`config.mk`:
```
export PLATFORM = sky130hd
export DESIGN_NAME = mix_columns_seq_flat
export DESIGN_NICKNAME = d
export VERILOG_FILES = /design/src/rtl/mix_columns_seq_if.sv /design/src/rtl/mix_columns_seq.sv /design/src/flat_wrapper.sv
export SDC_FILE = /design/constraint.sdc
export NUM_CORES = 1
export LEC_CHECK = 0
export BUFFER_PORTS_ARGS = -buffer_cell sky130_fd_sc_hd__buf_2
export CORE_AREA = 2 2 148 150
export DETAILED_ROUTE_END_ITERATION = 10
export DIE_AREA = 0 0 150 152
export HOLD_SLACK_MARGIN = 0.03
export PLACE_DENSITY = 0.79
export SLEW_MARGIN = 20
export SYNTH_ARGS = -nofsm -noshare
export SYNTH_HDL_FRONTEND = slang
export SYNTH_SLANG_ARGS = --single-unit
```
`constraint.sdc`:
```
create_clock -name pi_clk -period 3.12 [get_ports pi_clk]
set_input_delay 0.624 -clock pi_clk [delete_from_list [all_inputs] [get_ports pi_clk]]
set_output_delay 0.624 -clock pi_clk [all_outputs]
set_load 0.02 [all_outputs]
```
`src/rtl/mix_columns_seq_if.sv`:
```
// Handshake and data bundle for the sequential MixColumns stage.
// Valid/ready semantics: pi_start is a request that is taken only on a rising
// edge where po_busy is 0; po_done is a one-cycle pulse during which po_state
// holds the complete result. po_dbg_state mirrors the FSM state for checkers.
interface mix_columns_seq_if;
    logic         pi_start;
    logic [127:0] pi_state;
    logic         pi_inverse;
    logic         po_busy;
    logic         po_done;
    logic [127:0] po_state;
    logic [1:0]   po_dbg_state;

    modport master (
        output pi_start, pi_state, pi_inverse,
        input  po_busy, po_done, po_state, po_dbg_state
    );

    modport slave (
        input  pi_start, pi_state, pi_inverse,
        output po_busy, po_done, po_state, po_dbg_state
    );
endinterface

```
`src/rtl/mix_columns_seq.sv`:
```
// Sequential AES MixColumns: computes BYTES_PER_CYCLE result bytes per RUN
// cycle from a captured 128-bit state. Byte i = bits[127-8i -: 8],
// column c = bytes 4c..4c+3, row r = byte 4c+r.
// Optional feature macro: MIX_INV_EN adds InvMixColumns selected by pi_inverse.
module mix_columns_seq #(
    parameter int BYTES_PER_CYCLE = 1
) (
    input  logic              pi_clk,
    input  logic              pi_rst,
    mix_columns_seq_if.slave  bus
);
    localparam int RUN_LEN = 16 / BYTES_PER_CYCLE;
    localparam int CW      = $clog2(RUN_LEN);

    typedef enum logic [1:0] {
        S_IDLE = 2'd0,
        S_RUN  = 2'd1,
        S_DONE = 2'd2
    } state_t;

    state_t        r_state;
    logic [CW-1:0] r_cnt;
    logic [127:0]  r_in;
    logic [127:0]  r_out;
    logic          r_busy;
    logic          r_done;
`ifdef MIX_INV_EN
    logic          r_inv;
`endif
    logic [127:0]  w_next_out;

    // xtime: multiply by 2 in GF(2^8) with the AES polynomial
    function automatic logic [7:0] xt(input logic [7:0] b);
        return {b[6:0], 1'b0} ^ (b[7] ? 8'h1B : 8'h00);
    endfunction

    // Coefficient code: 2'b0x = x1, 2'b10 = x2, 2'b11 = x3
    function automatic logic [7:0] gmul_fwd(input logic [7:0] b, input logic [1:0] code);
        logic [7:0] res;
        case (code)
            2'b10:   res = xt(b);
            2'b11:   res = xt(b) ^ b;
            default: res = b;
        endcase
        return res;
    endfunction

    // One forward output byte: row r uses {2,3,1,1} rotated right by r
    function automatic logic [7:0] mix_fwd(input logic [31:0] col, input logic [1:0] row);
        logic [7:0] acc;
        logic [1:0] pos;
        logic [1:0] code;
        acc = '0;
        for (int k = 0; k < 4; k++) begin
            pos = 2'(k) - row;
            case (pos)
                2'd0:    code = 2'b10;
                2'd1:    code = 2'b11;
                default: code = 2'b00;
            endcase
            acc = acc ^ gmul_fwd(col[31-8*k -: 8], code);
        end
        return acc;
    endfunction

`ifdef MIX_INV_EN
    // Position in {0E,0B,0D,09}; products built from the x2/x4/x8 chain
    function automatic logic [7:0] gmul_inv(input logic [7:0] b, input logic [1:0] pos);
        logic [7:0] x2, x4, x8, res;
        x2 = xt(b);
        x4 = xt(x2);
        x8 = xt(x4);
        case (pos)
            2'd0:    res = x8 ^ x4 ^ x2;
            2'd1:    res = x8 ^ x2 ^ b;
            2'd2:    res = x8 ^ x4 ^ b;
            default: res = x8 ^ b;
        endcase
        return res;
    endfunction

    // One inverse output byte: row r uses {0E,0B,0D,09} rotated right by r
    function automatic logic [7:0] mix_inv(input logic [31:0] col, input logic [1:0] row);
        logic [7:0] acc;
        acc = '0;
        for (int k = 0; k < 4; k++) begin
            acc = acc ^ gmul_inv(col[31-8*k -: 8], 2'(k) - row);
        end
        return acc;
    endfunction
`endif

    // Result register with this cycle's bytes replaced by their new values
    always_comb begin
        logic [3:0]  w_idx;
        logic [31:0] w_col;
        logic [7:0]  w_byte;
        w_next_out = r_out;
        w_idx      = '0;
        w_col      = '0;
        w_byte     = '0;
        for (int j = 0; j < BYTES_PER_CYCLE; j++) begin
            w_idx = 4'(int'(r_cnt) * BYTES_PER_CYCLE + j);
            w_col = r_in[127-32*int'(w_idx[3:2]) -: 32];
`ifdef MIX_INV_EN
            w_byte = r_inv ? mix_inv(w_col, w_idx[1:0]) : mix_fwd(w_col, w_idx[1:0]);
`else
            w_byte = mix_fwd(w_col, w_idx[1:0]);
`endif
            w_next_out[127-8*int'(w_idx) -: 8] = w_byte;
        end
    end

    // Control FSM with registered busy/done and the result register
    always_ff @(posedge pi_clk) begin
        if (pi_rst) begin
            r_state <= S_IDLE;
            r_cnt   <= '0;
            r_in    <= '0;
            r_out   <= '0;
            r_busy  <= 1'b0;
            r_done  <= 1'b0;
`ifdef MIX_INV_EN
            r_inv   <= 1'b0;
`endif
        end else begin
            case (r_state)
                S_IDLE: begin
                    if (bus.pi_start) begin
                        r_state <= S_RUN;
                        r_in    <= bus.pi_state;
                        r_cnt   <= '0;
                        r_busy  <= 1'b1;
`ifdef MIX_INV_EN
                        r_inv   <= bus.pi_inverse;
`endif
                    end
                end
                S_RUN: begin
                    r_out <= w_next_out;
                    // Counter parks at its last value; it is cleared leaving DONE
                    if (r_cnt == CW'(RUN_LEN - 1)) begin
                        r_state <= S_DONE;
                        r_done  <= 1'b1;
                    end else begin
                        r_cnt <= r_cnt + CW'(1);
                    end
                end
                S_DONE: begin
                    r_state <= S_IDLE;
                    r_cnt   <= '0;
                    r_done  <= 1'b0;
                    r_busy  <= 1'b0;
                end
                default: begin
                    r_state <= S_IDLE;
                    r_busy  <= 1'b0;
                    r_done  <= 1'b0;
                end
            endcase
        end
    end

    assign bus.po_busy      = r_busy;
    assign bus.po_done      = r_done;
    assign bus.po_state     = r_out;
    assign bus.po_dbg_state = r_state;
endmodule
```
`src/flat_wrapper.sv`:
```
// flat-port wrapper written by rule: the top's interface ports become plain ports
module mix_columns_seq_flat 
#(
    parameter int BYTES_PER_CYCLE = 1
)
  (pi_clk, pi_rst, bus_pi_start, bus_pi_state, bus_pi_inverse, bus_po_busy, bus_po_done, bus_po_state, bus_po_dbg_state);
  mix_columns_seq_if bus_i ();
  input  logic pi_clk;
  input  logic pi_rst;
  input wire logic [$bits(bus_i.pi_start)-1:0] bus_pi_start;
  input wire logic [$bits(bus_i.pi_state)-1:0] bus_pi_state;
  input wire logic [$bits(bus_i.pi_inverse)-1:0] bus_pi_inverse;
  output wire logic [$bits(bus_i.po_busy)-1:0] bus_po_busy;
  output wire logic [$bits(bus_i.po_done)-1:0] bus_po_done;
  output wire logic [$bits(bus_i.po_state)-1:0] bus_po_state;
  output wire logic [$bits(bus_i.po_dbg_state)-1:0] bus_po_dbg_state;
  assign bus_i.pi_start = bus_pi_start;
  assign bus_i.pi_state = bus_pi_state;
  assign bus_i.pi_inverse = bus_pi_inverse;
  assign bus_po_busy = bus_i.po_busy;
  assign bus_po_done = bus_i.po_done;
  assign bus_po_state = bus_i.po_state;
  assign bus_po_dbg_state = bus_i.po_dbg_state;
  mix_columns_seq #(.BYTES_PER_CYCLE(BYTES_PER_CYCLE)) u_core (.pi_clk(pi_clk), .pi_rst(pi_rst), .bus(bus_i));
endmodule
```
[Word level (Yosys, flattened, before mapping)]
Index checks and enable logic that the tools add are counted.
Operators by class
  $add $sub $neg: 8
  multiply operators: 0
  divide/modulo/power cells: 0
  magnitude comparators: 0
  equal/unequal tests: 18
  shift operators: 3
  mux-type cells: 23
  bitwise logic cells: 13
  reductions and logical operators: 11
Operator list (number)
  $shiftx A159 B32 Y32: 1
  $shift A8 B33 Y135 const A: 1
  $shiftx A8 B33 Y135: 1
  $bwmux W128: 1
  $xor A8 B8 Y8: 11
  $pmux W8 S2: 4
  $neg A32 Y33: 1
  $mux W5: 4
  $pmux W2 S2: 5
  $eq A2 B2 Y1 const B: 9
  $sub A7 B7 Y8 const A: 2
  $pmux W4 S3: 1
  $eq A2 B1 Y1 const B: 5
  $logic_not A2 Y1: 5
  $mux W4: 2
  $reduce_and A2 Y1: 4
  $add A4 B1 Y4 const B: 1
  $eq A4 B4 Y1 const B: 1
  $mux W2: 2
  $ne A2 B2 Y1 const B: 2
  $pmux W1 S2: 2
  $sub A1 B2 Y2 const A: 2
  $sub A2 B2 Y2 const A: 2
  $reduce_and A3 Y1: 1
  other kinds (4): 6
Storage, ports and cells
  register bits after elaboration: 264
  bits in latches: 0
  RAM bits: 0
  memory bits (read-only): 0
  bits of input ports: 132
  output and inout bits: 132
  word-level logic and storage cells: 82
  memories: 0

[Depth between registers and ports, before layout]
  depth in word-level cells: 11
  mapped depth: 12
  mapped depth without buffers: 9

[Worst setup path before layout]
OpenSTA, ideal clock, no wires.
  kind: register to register
  from: register u_core.r_cnt[0]
  to: register u_core.r_out[96], in the netlist u_core.bus.po_state[96]
  data arrival time: 2.688 ns
  data required time: 3.054 ns
  setup slack: 0.365 ns
  stages on the path, launching flop included: 13
  buffers on the path: 4
  cell sequence: dfxtp_1 > inv_1 > ha_1 > buf_2 > clkbuf_1 > clkbuf_1 > o21ai_0 > a32oi_1 > xnor2_1 > xnor2_1 > buf_2 > a22oi_1 > nor2_1
On the way
  cells in the longest elaborated chain, start to end: 10
Ends and longest elaborated chain
  start, declared: RTL line mix_columns_seq.sv:22  | logic [CW-1:0] r_cnt;
  start signal, assigned: RTL line mix_columns_seq.sv:146  | r_cnt <= r_cnt + CW'(1);
  branches (longest 9 deep; another with $neg A32 Y33)
  $bwmux W128 *: RTL line mix_columns_seq.sv:110  | w_next_out[127-8*int'(w_idx) -: 8] = w_byte;
  end signal, assigned: RTL line mix_columns_seq.sv:140  | r_out <= w_next_out;
  end, declared: RTL line mix_columns_seq.sv:24  | logic [127:0] r_out;
Every way passes the cells marked *.
A chain may end at the register's enable or synchronous reset.

[Final worst setup path]
  from: register u_core.r_cnt[2]
  to: register u_core.r_out[61], in the netlist u_core.bus.po_state[61]
On the way
  cells in the longest elaborated chain, start to end: 11
Ends and longest elaborated chain
  $sub A7 B7 Y8: RTL line mix_columns_seq.sv:104  | w_col = r_in[127-32*int'(w_idx[3:2]) -: 32];
  $shiftx A159 B32 Y32: RTL line mix_columns_seq.sv:104
  $mux W5: RTL line mix_columns_seq.sv:34  | return {b[6:0], 1'b0} ^ (b[7] ? 8'h1B : 8'h00);
  $xor A8 B8 Y8: RTL line mix_columns_seq.sv:34
  $xor A8 B8 Y8: RTL line mix_columns_seq.sv:42  | 2'b11: res = xt(b) ^ b;
  $pmux W8 S2: RTL line mix_columns_seq.sv:40  | case (code)
  $xor A8 B8 Y8 (3 in a row): RTL line mix_columns_seq.sv:61  | acc = acc ^ gmul_fwd(col[31-8*k -: 8], code);
  $shiftx A8 B33 Y135: RTL line mix_columns_seq.sv:110
  $bwmux W128 *: RTL line mix_columns_seq.sv:110
Mark *: on every way between the ends. The rest lies on a longest branch, timed or not.

==> out/metrics.csv <==
metric,value,unit
outcome,"finished, final reports clean",
vias per cell,5.60,
Worst EP arrival,3400,ps
final clock skew,10.7,ps
Cell variety after synth,45,
initial antenna violation count,0,
"top cells by count, synth","nand2_1 (278), dfxtp_1 (264), a21oi_1 (148)",
largest net degree at the start of global routing,136,
Placed Area,12900,um^2
Netlist Area Pre-Place,11300,um^2
gr ovfl total,0,
WP data required,3580,ps
WL final,31.1,mm
Peak supply drop,379,uV
Vias,10200,
Die Footprint,22800,um^2
Post-CTS Hold Fix Bufs,0,
Cells after Synth,1280,
slowest CP cell,mux4_1,
# rows,54,
"area leader, netlist",dfxtp_1,
Hold WS,318,ps
Async SR Flop Fraction,0,
n_diodes,0,
post-synthesis sequential area ratio,0.468,
DIE HEIGHT,152,um
Critical path buffers and inverters,1,
CP Cell Sequence,"buf_4, mux4_1, xor2_1, a21oi_1, xnor2_1, xnor2_4, a22oi_1, nor2_1",
met2 Usage GRT,0.450,
CTS sink count,264,
Tcrit/Tclk final,0.943,
layout cell share with drive strength beyond 1,0.251,
CTS tree,built,
Synth top area share,0.468,
Clock transition at path regs,60,ps
max cap viols,0,
Yosys warnings,0,
fin area,13900,um^2
Post-DRT Antenna Nets,0,
CTS H-tree depth,1,
Mapped Nets,1421,
Tot Pwr,7.88,mW
max-slew violations,0,
unrepaired setup endpoints after global routing,false,
core box area,21400,um^2
First DRT Iteration DRCs,592,
Clock Latency Late Sink,540,ps
DPL Wire Length,21.5,mm
Final setup viols,0,
Synth Area in XOR/XNOR,0.0381,
vias in the first global route,9641,
Hold Crit Class,input pin to flip-flop,
setup_tns,0,ps
CP top delay family,XOR/XNOR gates,
Post-synth EDFFs,0,
Die Wd,150,um
met3 Usage GRT,0.0357,
achievable frequency,340,MHz
crit end category,flip-flop,
Max clock buf depth,3,
port buffer count,262,
drt wl/cell,17.1,um
Synth Area in Adders,0.00997,
area delta synth->final,22.8,%
simple-gate share of the synthesized area,0.193,
first-pass GRT wire length,49.1,mm
#FFs+latches synth,264,
Total GRT Usage,0.265,
mux contribution to synthesized area,0.0671,
GR Util met1,0.351,
top-count cell post-synth,nand2_1,
largest family of logic cells by synthesized area,simple AND/OR/NAND/NOR gates,
synthesized area per cell,8.83,um^2
Final nets,1655,
Initial Util,0.529,
Setup Crit Path Kind,flip-flop to flip-flop,
Setup crit start kind,flip-flop,
cts bufs inserted,28,
normalized max-slew margin,0.380,
grt peak-use layer,met2,
crit-path max FO,16,
top_reg_cell synth,dfxtp_1,
Slew @ Worst Pin,926,ps
Detailed Routing Iterations Pass 1,5,
largest stage delay on the critical path,690,ps
CTS root buffer,clkbuf_16,
GP Congestion,0.816,
leakage power,5.73,nW
compound-cell area share of the yosys netlist,0.183,
io pins,264,
post-layout min period,2940,ps
DRC,0,
main area contributors after synthesis,"dfxtp_1 (47%), nand2_1 (9.2%), a21oi_1 (6.6%)",
Power Density,568,nW/um^2
Hold Fails Final Rpt,0,
-- power breakdown --
group          leakage [nW]  total, mW  switching [mW]  internal (mW)
Clock                 0.429       3.19            1.34           1.85
Combinational          3.15       1.14           0.737          0.404
Sequential             2.15       3.55          0.0625           3.49
-- worst register-to-register path, delay by kind of cell, from the launching register on --
| family | cells | cell delay [ps] |
|---|---|---|
| multiplexers | 1 | 700 |
| XOR/XNOR | 3 | 1040 |
| AND/OR/NAND/NOR | 1 | 150 |
| flip-flops | 1 | 440 |
| buffers and inverters | 1 | 190 |
| AO/OA/AOI/OAI | 2 | 350 |
-- final timing paths --
check / start / to / slack, ps / cells past startpoint
max: u_core.r_cnt[2] / u_core.bus.po_state[61] / 180 / 8
max reg2reg: u_core.r_cnt[2] / u_core.bus.po_state[61] / 180 / 8
min: bus_pi_state[84] / u_core.r_in[84] / 320 / 3
min reg2reg: u_core.r_in[73] / u_core.r_in[73] / 450 / 2
-- layer usage --
layer / part of all wire / vias to the layer above
met3: 0.066 / 64
met2: 0.48 / 396
met5: 0 / -
met4: 0.026 / 0
met1: 0.43 / 4775
li1: - / 4933
-- sequential cells by signal, summed over array words and instances, names as in the netlist --
signal                   cells
u_core.bus.po_dbg_state      2
u_core.r_in                128
u_core.bus.po_state        128
u_core.bus.po_done           1
u_core.r_cnt                 4
u_core.bus.po_busy           1
-- repair_timing --
action                                  in CTS  in global routing
endpoints found under the hold margin        0                  0
resized for setup                            4                  1
endpoints found under the setup margin      46                  6
gates cloned                                 0                  0
buffers inserted                             0                  3
pin swaps                                    0                  4
-- per-stage QoR --
stage               worst slack (ps)  utilization  std cells
global placement               -15.0        0.604       1761
detailed placement             -66.6        0.605       1761
floorplan                        365            -       1280
global route                    4.73        0.650       1815
finish                           179        0.650       1815
CTS                              181        0.649       1812
-- cells by family (layout without fill, tap and decap cells) --
group | count (synthesis) | after routing
compound gates | 330 | 330
xor+xnor | 44 | 44
fa+ha+maj | 9 | 9
buf+inv | 100 | 355
flops | 264 | 264
mux | 32 | 32
simple gates | 501 | 501
-- placed cells by master, fill, tap and decap left out, drive strengths merged --
master	netlist	final
clkinvlp	0	2
ha	9	9
buf	22	296
inv	8	9
nand4b	1	1
nor4	2	2
xor2	21	21
mux4	32	32
nand2b	5	5
xnor2	23	23
nor3	6	6
a21o	1	1
nand3	26	26
o21bai	12	12
o311ai	3	3
or2	1	1
clkbuf	70	45
or3b	2	2
nand2	278	278
o21a	1	1
or3	3	3
a21oi	148	148
and3	1	1
nor2	116	116
clkinv	0	3
a22o	7	7
a32oi	5	5
a311oi	7	7
nor3b	1	1
nor2b	4	4
a221oi	1	1
nand3b	55	55
dfxtp	264	264
a22oi	85	85
a32o	3	3
o21ai	57	57
-- layout make-up --
type,count,area (um^2)
inverter,8,30.0
clock buffer,45,846
fill,1784,7470
tap,280,350
clock inverter,6,38.8
sequential,264,5290
multi-input combinational,916,5650
timing repair buffer,296,1670
Note: power is estimated with default switching activity, not from simulation.
